`src/rtl/mem_stage.sv`:
```
// mem_stage: pipeline memory-access stage. Forwards ALU results to
// writeback or performs word loads/stores over a req/gnt/rvalid port.
// Ports:
//   clk, rst                  clock, async active-high reset
//   ex_valid/addr/wdata/rd    instruction from execute
//   ex_regwe/memrd/memwr      register write, load, store controls
//   stall                     hold execute outputs while busy
//   dm_req/we/addr/wdata      data-memory request (zeroed when idle)
//   dm_gnt/rvalid/rdata       data-memory grant and read response
//   wb_valid/data/rd/regwe    registered writeback pulse and payload
//   mem_fault                 00 none, 01 misaligned, 10 timeout
module mem_stage #(
   parameter int unsigned TIMEOUT = 255
) (
   input  logic        clk,
   input  logic        rst,
   input  logic        ex_valid,
   input  logic [31:0] ex_addr,
   input  logic [31:0] ex_wdata,
   input  logic [4:0]  ex_rd,
   input  logic        ex_regwe,
   input  logic        ex_memrd,
   input  logic        ex_memwr,
   output logic        stall,
   output logic        dm_req,
   output logic        dm_we,
   output logic [31:0] dm_addr,
   output logic [31:0] dm_wdata,
   input  logic        dm_gnt,
   input  logic        dm_rvalid,
   input  logic [31:0] dm_rdata,
   output logic        wb_valid,
   output logic [31:0] wb_data,
   output logic [4:0]  wb_rd,
   output logic        wb_regwe,
   output logic [1:0]  mem_fault
);

   typedef enum logic [1:0] {S_IDLE, S_REQ, S_WAIT} state_t;

   localparam logic [7:0] LP_TMO = 8'(TIMEOUT);

   state_t      r_state;
   state_t      w_state_nxt;
   logic [7:0]  r_cnt;
   logic [31:2] r_addr;
   logic [31:0] r_wdata;
   logic [4:0]  r_rd;
   logic        r_regwe;
   logic        r_we;

   logic        r_wb_valid;
   logic [31:0] r_wb_data;
   logic [4:0]  r_wb_rd;
   logic        r_wb_regwe;
   logic [1:0]  r_fault;

   logic        w_memop;
   logic        w_misal;
   logic        w_start;
   logic        w_tmo;
   logic        w_fire;
   logic [31:0] w_data;
   logic [4:0]  w_rd;
   logic        w_regwe;
   logic [1:0]  w_fault;

   assign w_memop = ex_memrd | ex_memwr;
   assign w_misal = |ex_addr[1:0];
   assign w_start = (r_state == S_IDLE) & ex_valid & w_memop & ~w_misal;
   // Current cycle is the TIMEOUT-th one spent in REQ+WAIT.
   assign w_tmo   = (r_cnt + 8'd1) == LP_TMO;

   assign stall    = (r_state != S_IDLE);
   assign dm_req   = (r_state == S_REQ);
   assign dm_we    = dm_req & r_we;
   assign dm_addr  = dm_req ? {r_addr, 2'b00} : 32'd0;
   assign dm_wdata = dm_req ? r_wdata : 32'd0;

   assign wb_valid  = r_wb_valid;
   assign wb_data   = r_wb_data;
   assign wb_rd     = r_wb_rd;
   assign wb_regwe  = r_wb_regwe;
   assign mem_fault = r_fault;

   always_comb begin
      w_state_nxt = r_state;
      w_fire      = 1'b0;
      w_data      = r_wb_data;
      w_rd        = r_wb_rd;
      w_regwe     = r_wb_regwe;
      w_fault     = r_fault;
      unique case (r_state)
         S_IDLE: begin
            if (ex_valid) begin
               if (!w_memop) begin
                  w_fire  = 1'b1;
                  w_data  = ex_addr;
                  w_rd    = ex_rd;
                  w_regwe = ex_regwe;
                  w_fault = 2'b00;
               end else if (w_misal) begin
                  w_fire  = 1'b1;
                  w_data  = ex_addr;
                  w_rd    = ex_rd;
                  w_regwe = 1'b0;
                  w_fault = 2'b01;
               end else begin
                  w_state_nxt = S_REQ;
               end
            end
         end
         S_REQ: begin
            // Grant beats a timeout landing in the same cycle.
            if (dm_gnt) begin
               if (r_we) begin
                  w_state_nxt = S_IDLE;
                  w_fire      = 1'b1;
                  w_rd        = r_rd;
                  w_regwe     = 1'b0;
                  w_fault     = 2'b00;
               end else begin
                  w_state_nxt = S_WAIT;
               end
            end else if (w_tmo) begin
               w_state_nxt = S_IDLE;
               w_fire      = 1'b1;
               w_rd        = r_rd;
               w_regwe     = 1'b0;
               w_fault     = 2'b10;
            end
         end
         S_WAIT: begin
            if (dm_rvalid) begin
               w_state_nxt = S_IDLE;
               w_fire      = 1'b1;
               w_data      = dm_rdata;
               w_rd        = r_rd;
               w_regwe     = r_regwe;
               w_fault     = 2'b00;
            end else if (w_tmo) begin
               w_state_nxt = S_IDLE;
               w_fire      = 1'b1;
               w_rd        = r_rd;
               w_regwe     = 1'b0;
               w_fault     = 2'b10;
            end
         end
         default: w_state_nxt = S_IDLE;
      endcase
   end

   always_ff @(posedge clk or posedge rst) begin
      if (rst) begin
         r_state <= S_IDLE;
         r_cnt   <= 8'd0;
         r_addr  <= '0;
         r_wdata <= 32'd0;
         r_rd    <= 5'd0;
         r_regwe <= 1'b0;
         r_we    <= 1'b0;
      end else begin
         r_state <= w_state_nxt;
         r_cnt   <= (r_state == S_IDLE) ? 8'd0 : r_cnt + 8'd1;
         if (w_start) begin
            r_addr  <= ex_addr[31:2];
            r_wdata <= ex_wdata;
            r_rd    <= ex_rd;
            r_regwe <= ex_regwe;
            r_we    <= ex_memwr;
         end
      end
   end

   always_ff @(posedge clk or posedge rst) begin
      if (rst) begin
         r_wb_valid <= 1'b0;
         r_wb_data  <= 32'd0;
         r_wb_rd    <= 5'd0;
         r_wb_regwe <= 1'b0;
         r_fault    <= 2'b00;
      end else begin
         r_wb_valid <= w_fire;
         r_wb_data  <= w_data;
         r_wb_rd    <= w_rd;
         r_wb_regwe <= w_regwe;
         r_fault    <= w_fault;
      end
   end

endmodule

```
`config.mk`:
```
export PLATFORM = sky130hd
export DESIGN_NAME = mem_stage
export DESIGN_NICKNAME = d
export VERILOG_FILES = /design/src/rtl/mem_stage.sv
export SDC_FILE = /design/constraint.sdc
export NUM_CORES = 1
export LEC_CHECK = 0
export CORE_ASPECT_RATIO = 1.1
export CORE_MARGIN = 2
export CORE_UTILIZATION = 45
export DETAILED_ROUTE_END_ITERATION = 6
export GPL_TIMING_DRIVEN = 0
export PLACE_DENSITY = 0.79
export SYNTH_ARGS = -nofsm -noshare
export SYNTH_HDL_FRONTEND = slang
export SYNTH_SLANG_ARGS = --single-unit
```
`constraint.sdc`:
```
create_clock -name clk -period 4.7 [get_ports clk]
set_clock_uncertainty 0.05 [all_clocks]
set_input_delay 0.94 -clock clk [delete_from_list [all_inputs] [get_ports clk]]
set_output_delay 0.94 -clock clk [all_outputs]
set_load 0.03 [all_outputs]
```
After elaboration in Yosys (flattened, before gate mapping)
Index checks and enable logic that the tools add are counted.

Bits in registers: 120. Bits in latches: 0. Memory bits (writable): 0. Bits in read-only memories: 0. Bits of input ports: 109. Output and inout bits: 108. Word-level logic and storage cells: 84. Memories kept: 0.

Add/subtract/negate cells: 1. Multiply operators: 0. Divide/modulo/power cells: 0. $lt $le $gt $ge: 0. Eq/ne operators: 9. Shift operators: 0. Multiplexer cells: 48. Bitwise gates (word level): 6. Reduce and logical (&&, ||, !) cells: 8.

Operators by type and width (count): two-way mux 32 bit (6); one-hot mux 32 bit (2 select lines) (1); two-way mux 5 bit (7); two-way mux 2 bit (14); one-hot mux 5 bit (3 select lines) (1); two-way mux 1 bit (14); one-hot mux 2 bit (3 select lines) (2); adder 8 x 1 -> 8 bit, second input constant (1); equality test 8 bit, second input constant (1); two-way mux 8 bit (1); inequality test 2 bit, second input constant (4); AND reduction 4 bit (2); one-hot mux 1 bit (3 select lines) (2); bitwise AND 1 bit (4); nonzero test 2 bit (2); inequality test 3 x 2 -> 1 bit, second input constant (1); inequality test 3 bit, second input constant (1); AND reduction 3 bit (1); nonzero test 3 bit (1); equality test 2 x 1 -> 1 bit, second input constant (1); equality test 2 bit, second input constant (1); logical NOT 2 bit (1); OR reduction 2 bit (1); inverter 1 bit (1); OR 1 bit (1).

Logic depth before layout (Yosys ltp)
Gate-level depths: netlist of run 1.

Word-level depth: 5. Mapped depth: 9. Depth with buffers taken out: 7.

Worst setup path before layout of run 1
Ideal clock, no wire load.

Path type: register -> output. From: register r_state[1]. To: output dm_addr[18]. Data arrival time: 1692 ps. Required time: 3710 ps. Setup slack: 2018 ps. Stages on the path, launching flop included: 6. Buffers on the path: 2. Cells stage by stage: dfrtp_1 -> inv_1 -> ha_1 -> clkbuf_1 -> clkbuf_1 -> and2_1.

Longest elaborated chain between the ends: 2.

RTL lines: start: declaration (RTL line 43) `state_t r_state;`; start signal: assignment (RTL line 163) `r_state <= w_state_nxt;`; equality test 2 x 1 -> 1 bit (RTL line 75) `assign dm_req = (r_state == S_REQ);`; net dm_req (RTL line 25) `output logic dm_req,`; two-way mux 32 bit (RTL line 77) `assign dm_addr = dm_req ? {r_addr, 2'b00} : 32'd0;`; end: declaration (RTL line 27) `output logic [31:0] dm_addr,`.

The timed path passes the listed nets, and every way through them passes these cells.

Final worst setup path of run 1
From: register r_state[1]. To: output dm_addr[5].

Longest elaborated chain between the ends: 2.

RTL lines (RTL line): equality test 2 x 1 -> 1 bit (75); two-way mux 32 bit (77).

No other way between the ends.

==> run metrics, run 1 <==
Reg2Reg Depth 9; most area-hungry cell type in the Yosys netlist dfrtp_1; Leak Pwr 3.589 nW; Routed WL per cell 18.44 um; Hold Buf Count CTS 0; die area 13650 sq um; Syn Inst Count 509; Req. time, crit path 3.71 ns; worst path cell trace inv_1 -> ha_1 -> clkbuf_1 -> clkbuf_1 -> and2_1 -> clkdlybuf4s50_1; Distinct cells, synth 42; Port Buffers 214; H-Tree Depth 4; CTS root buf clkbuf_16; crit start category register; Hold/Removal Path Class register to register; Worst path max stage delay 0.71 ns; Post-DRT Antenna Nets 0; largest net degree at the start of global routing 77; fill cell count 938; Final period util 86.60%; Pre-antenna DRT Iters 5; ys async rst share 100.0%; post-route minimum period 4.070 ns; slowest CP cell clkdlybuf4s50_1; final net count 860; area share of the largest cell type after synthesis 52.41%; first-pass GRT wire length 26210 um; layout cell share with drive strength beyond 1 15.32%; initial antenna violation count 0; row count 43; Top Ports 217; die height 122.3 um; Post-DP HPWL 12280 um; synthesized flop and latch total 120; Via Count 4850; final antenna diode count 0; final hold violations 0; pre-CTS WS 0.9762 ns; EDFF count, synth 0; Clk Latency, worst-skew pair 0.41 ns; Final Wtd Congestion 0.9071; CTS Buf Count 17; DRC Markers 0; Starting Density 45.70%; status finished, final reports clean; ys flop type dfrtp_1; Die Wd 111.6 um; Slew Limit Fails 0; CP most frequent cell clkbuf_1; Post-Layout Cell Count 914; Yosys Warn Count 0; DP Cell Count 882; Post-CTS Setup Bufs 0; clock transition at the registers of the reported paths 0.05 ns; syn_area_per_cell 11.26 sq um; Worst R2R End wb_data[18]$_DFFE_PP0P_; Vias/cell 5.306; area of the multi-input gates 2550 sq um; Slew HR 42.79%; WHS 0.4455 ns; vias in the first global route 5043; worst setup margin 0.6298 ns; Final setup viols 0; worst-path fanout max 10; initial drt markers 267; Design Power 5.921 mW; mapped cell area 5729 sq um; Setup Crit Path Kind register to primary output; RSZ-0062 raised after global routing no; CP endpoint dm_addr[5]; Total GRT Usage 24.68%; post-CTS sizing 0; VDD IR max 0.4418 mV; top cells by area, synth dfrtp_1, mux2_2, and2_1; power density cells 675.5 nW/um^2; worst-margin pin slew 0.8581 ns; sequential fraction of the synthesis area 52.41%; Max Cap Viol 0; CP Capture Type primary output; core area 12540 sq um; CTS tree done; CTS Buffer Depth 2; clk sinks 120; Layout area overhead 53.00%; gr ovfl total 0; fmax 245.7 MHz; Worst setup startpoint r_state[1]$_DFFE_PP0P_; Worst R2R Setup Slack 1.99 ns; crit path DAT 3.08 ns; Reg-to-Reg Start r_state[0]$_DFFE_PP0P_; WL final 16860 um; Storage cell area 3003 sq um
==> power breakdown <==
part / internal [mW] / total (mW) / switching [mW] / leakage (nW)
clock network: 0.986 / 1.43 / 0.447 / 0.323
logic: 1.18 / 2.69 / 1.51 / 1.84
registers: 1.52 / 1.80 / 0.276 / 1.43
total: 3.69 / 5.92 / 2.23 / 3.59
==> registers in the layout (all words and copies together), names as in the netlist <==
name and cells:
r_rd 5, wb_rd 5, r_wdata 32, wb_data 32
r_state 2, r_addr 30, wb_regwe 1, wb_valid 1
mem_fault 2, r_we 1, r_cnt 8, r_regwe 1
==> kinds of logic after synthesis <==
logic type | count (synthesis) | synth area share, %
AO/OA/AOI/OAI | 82 | 8.670
XOR/XNOR | 5 | 0.7643
adder cells (fa/ha/maj) | 7 | 1.529
buffers and inverters | 43 | 3.145
flip-flops | 120 | 52.41
multiplexers | 106 | 20.11
other | 1 | 0.06545
AND/OR/NAND/NOR | 145 | 13.30
==> stage by stage <==
step           util [%]  instance area, sq um  TNS [ns]
2_1_floorplan         -                  5733         0
3_3_place_gp      64.39                  8071   -144.09
3_5_place_dp      64.65                  8104         0
4_1_cts           69.93                  8766         0
5_1_grt           69.93                  8766         0
6_report          69.93                  8766         0
==> worst max-delay path: cells and delay by family (launching register included) <==
kind / cells / cell delay [ns]
AND/OR/NAND/NOR: 1 / 0.20
flip-flops: 1 / 0.42
buffers and inverters: 4 / 1.78
adder cells (fa/ha/maj): 1 / 0.27
==> cell usage after synthesis (all sizes together) (2+ instances only) <==
cell type  number
a21o            2
a21oi          42
a31oi           7
and2           63
and3            4
buf             8
clkbuf         26
dfrtp         120
ha              7
inv             9
mux2           73
mux2i          33
nand2          11
nand3           8
nand4           6
nor2           48
nor3            2
o21ai          16
o22ai           2
o31ai           2
xor2            4
==> cells in the final DEF (no fill, tap or decap), drive strengths merged, types with 2 or more instances in the layout <==
cell | synthesis | layout
conb | 1 | 2
xor2 | 4 | 4
nand2 | 11 | 11
a31oi | 7 | 7
a21oi | 42 | 42
o31ai | 2 | 2
a21o | 2 | 2
nand4 | 6 | 6
o22ai | 2 | 2
and3 | 4 | 4
clkdlybuf4s50 | 0 | 214
clkbuf | 26 | 52
bufinv | 0 | 4
mux2 | 73 | 73
ha | 7 | 7
nor3 | 2 | 2
mux2i | 33 | 33
dfrtp | 120 | 120
buf | 8 | 9
nand3 | 8 | 8
o21ai | 16 | 16
inv | 9 | 9
and2 | 63 | 63
nor2 | 48 | 48
==> worst min path at each step <==
stage	start	end	slack [ns]	cells after the start
final	r_addr[10]$_DFFE_PP0P_	r_addr[10]$_DFFE_PP0P_	0.45	1
after global routing	r_addr[18]$_DFFE_PP0P_	r_addr[18]$_DFFE_PP0P_	0.46	1
after CTS	r_wdata[7]$_DFFE_PP0P_	r_wdata[7]$_DFFE_PP0P_	0.45	1
after detailed placement	r_wdata[7]$_DFFE_PP0P_	r_wdata[7]$_DFFE_PP0P_	0.44	1
after global placement	r_addr[11]$_DFFE_PP0P_	r_addr[11]$_DFFE_PP0P_	0.43	1
after floorplan	r_cnt[0]$_DFF_PP0_	r_cnt[0]$_DFF_PP0_	0.42	1
==> metal layers <==
layer	GRT usage, %	wire length, um	up-vias
li1	-	-	2234
met1	28.04	6416	2357
met2	43.18	8713	213
met3	7.654	1223	46
met4	10.96	503	0
met5	0	0	-
==> area by class of cell <==
type / instances / share of cell area [%]
clock buffers: 26 / 6.038
clock inverters: 6 / 1.513
flip-flops and latches: 120 / 34.26
inverters: 9 / 0.4425
multi-input cells: 347 / 29.09
repair buffers: 215 / 24.75
well taps: 157 / 2.241
plain buffers: 34 / 1.670
Note: power is estimated with default switching activity, not from simulation.
==> inputs of run 2 (changes only) <==
--- a/config.mk
+++ b/config.mk
@@ -5,6 +5,7 @@
 export SDC_FILE = /design/constraint.sdc
 export NUM_CORES = 1
 export LEC_CHECK = 0
+export CAP_MARGIN = 15
 export CORE_ASPECT_RATIO = 1.1
 export CORE_MARGIN = 2
 export CORE_UTILIZATION = 45
==> results of run 2 <==
No change in the layout: final DEF, timing and power equal those of run 1.
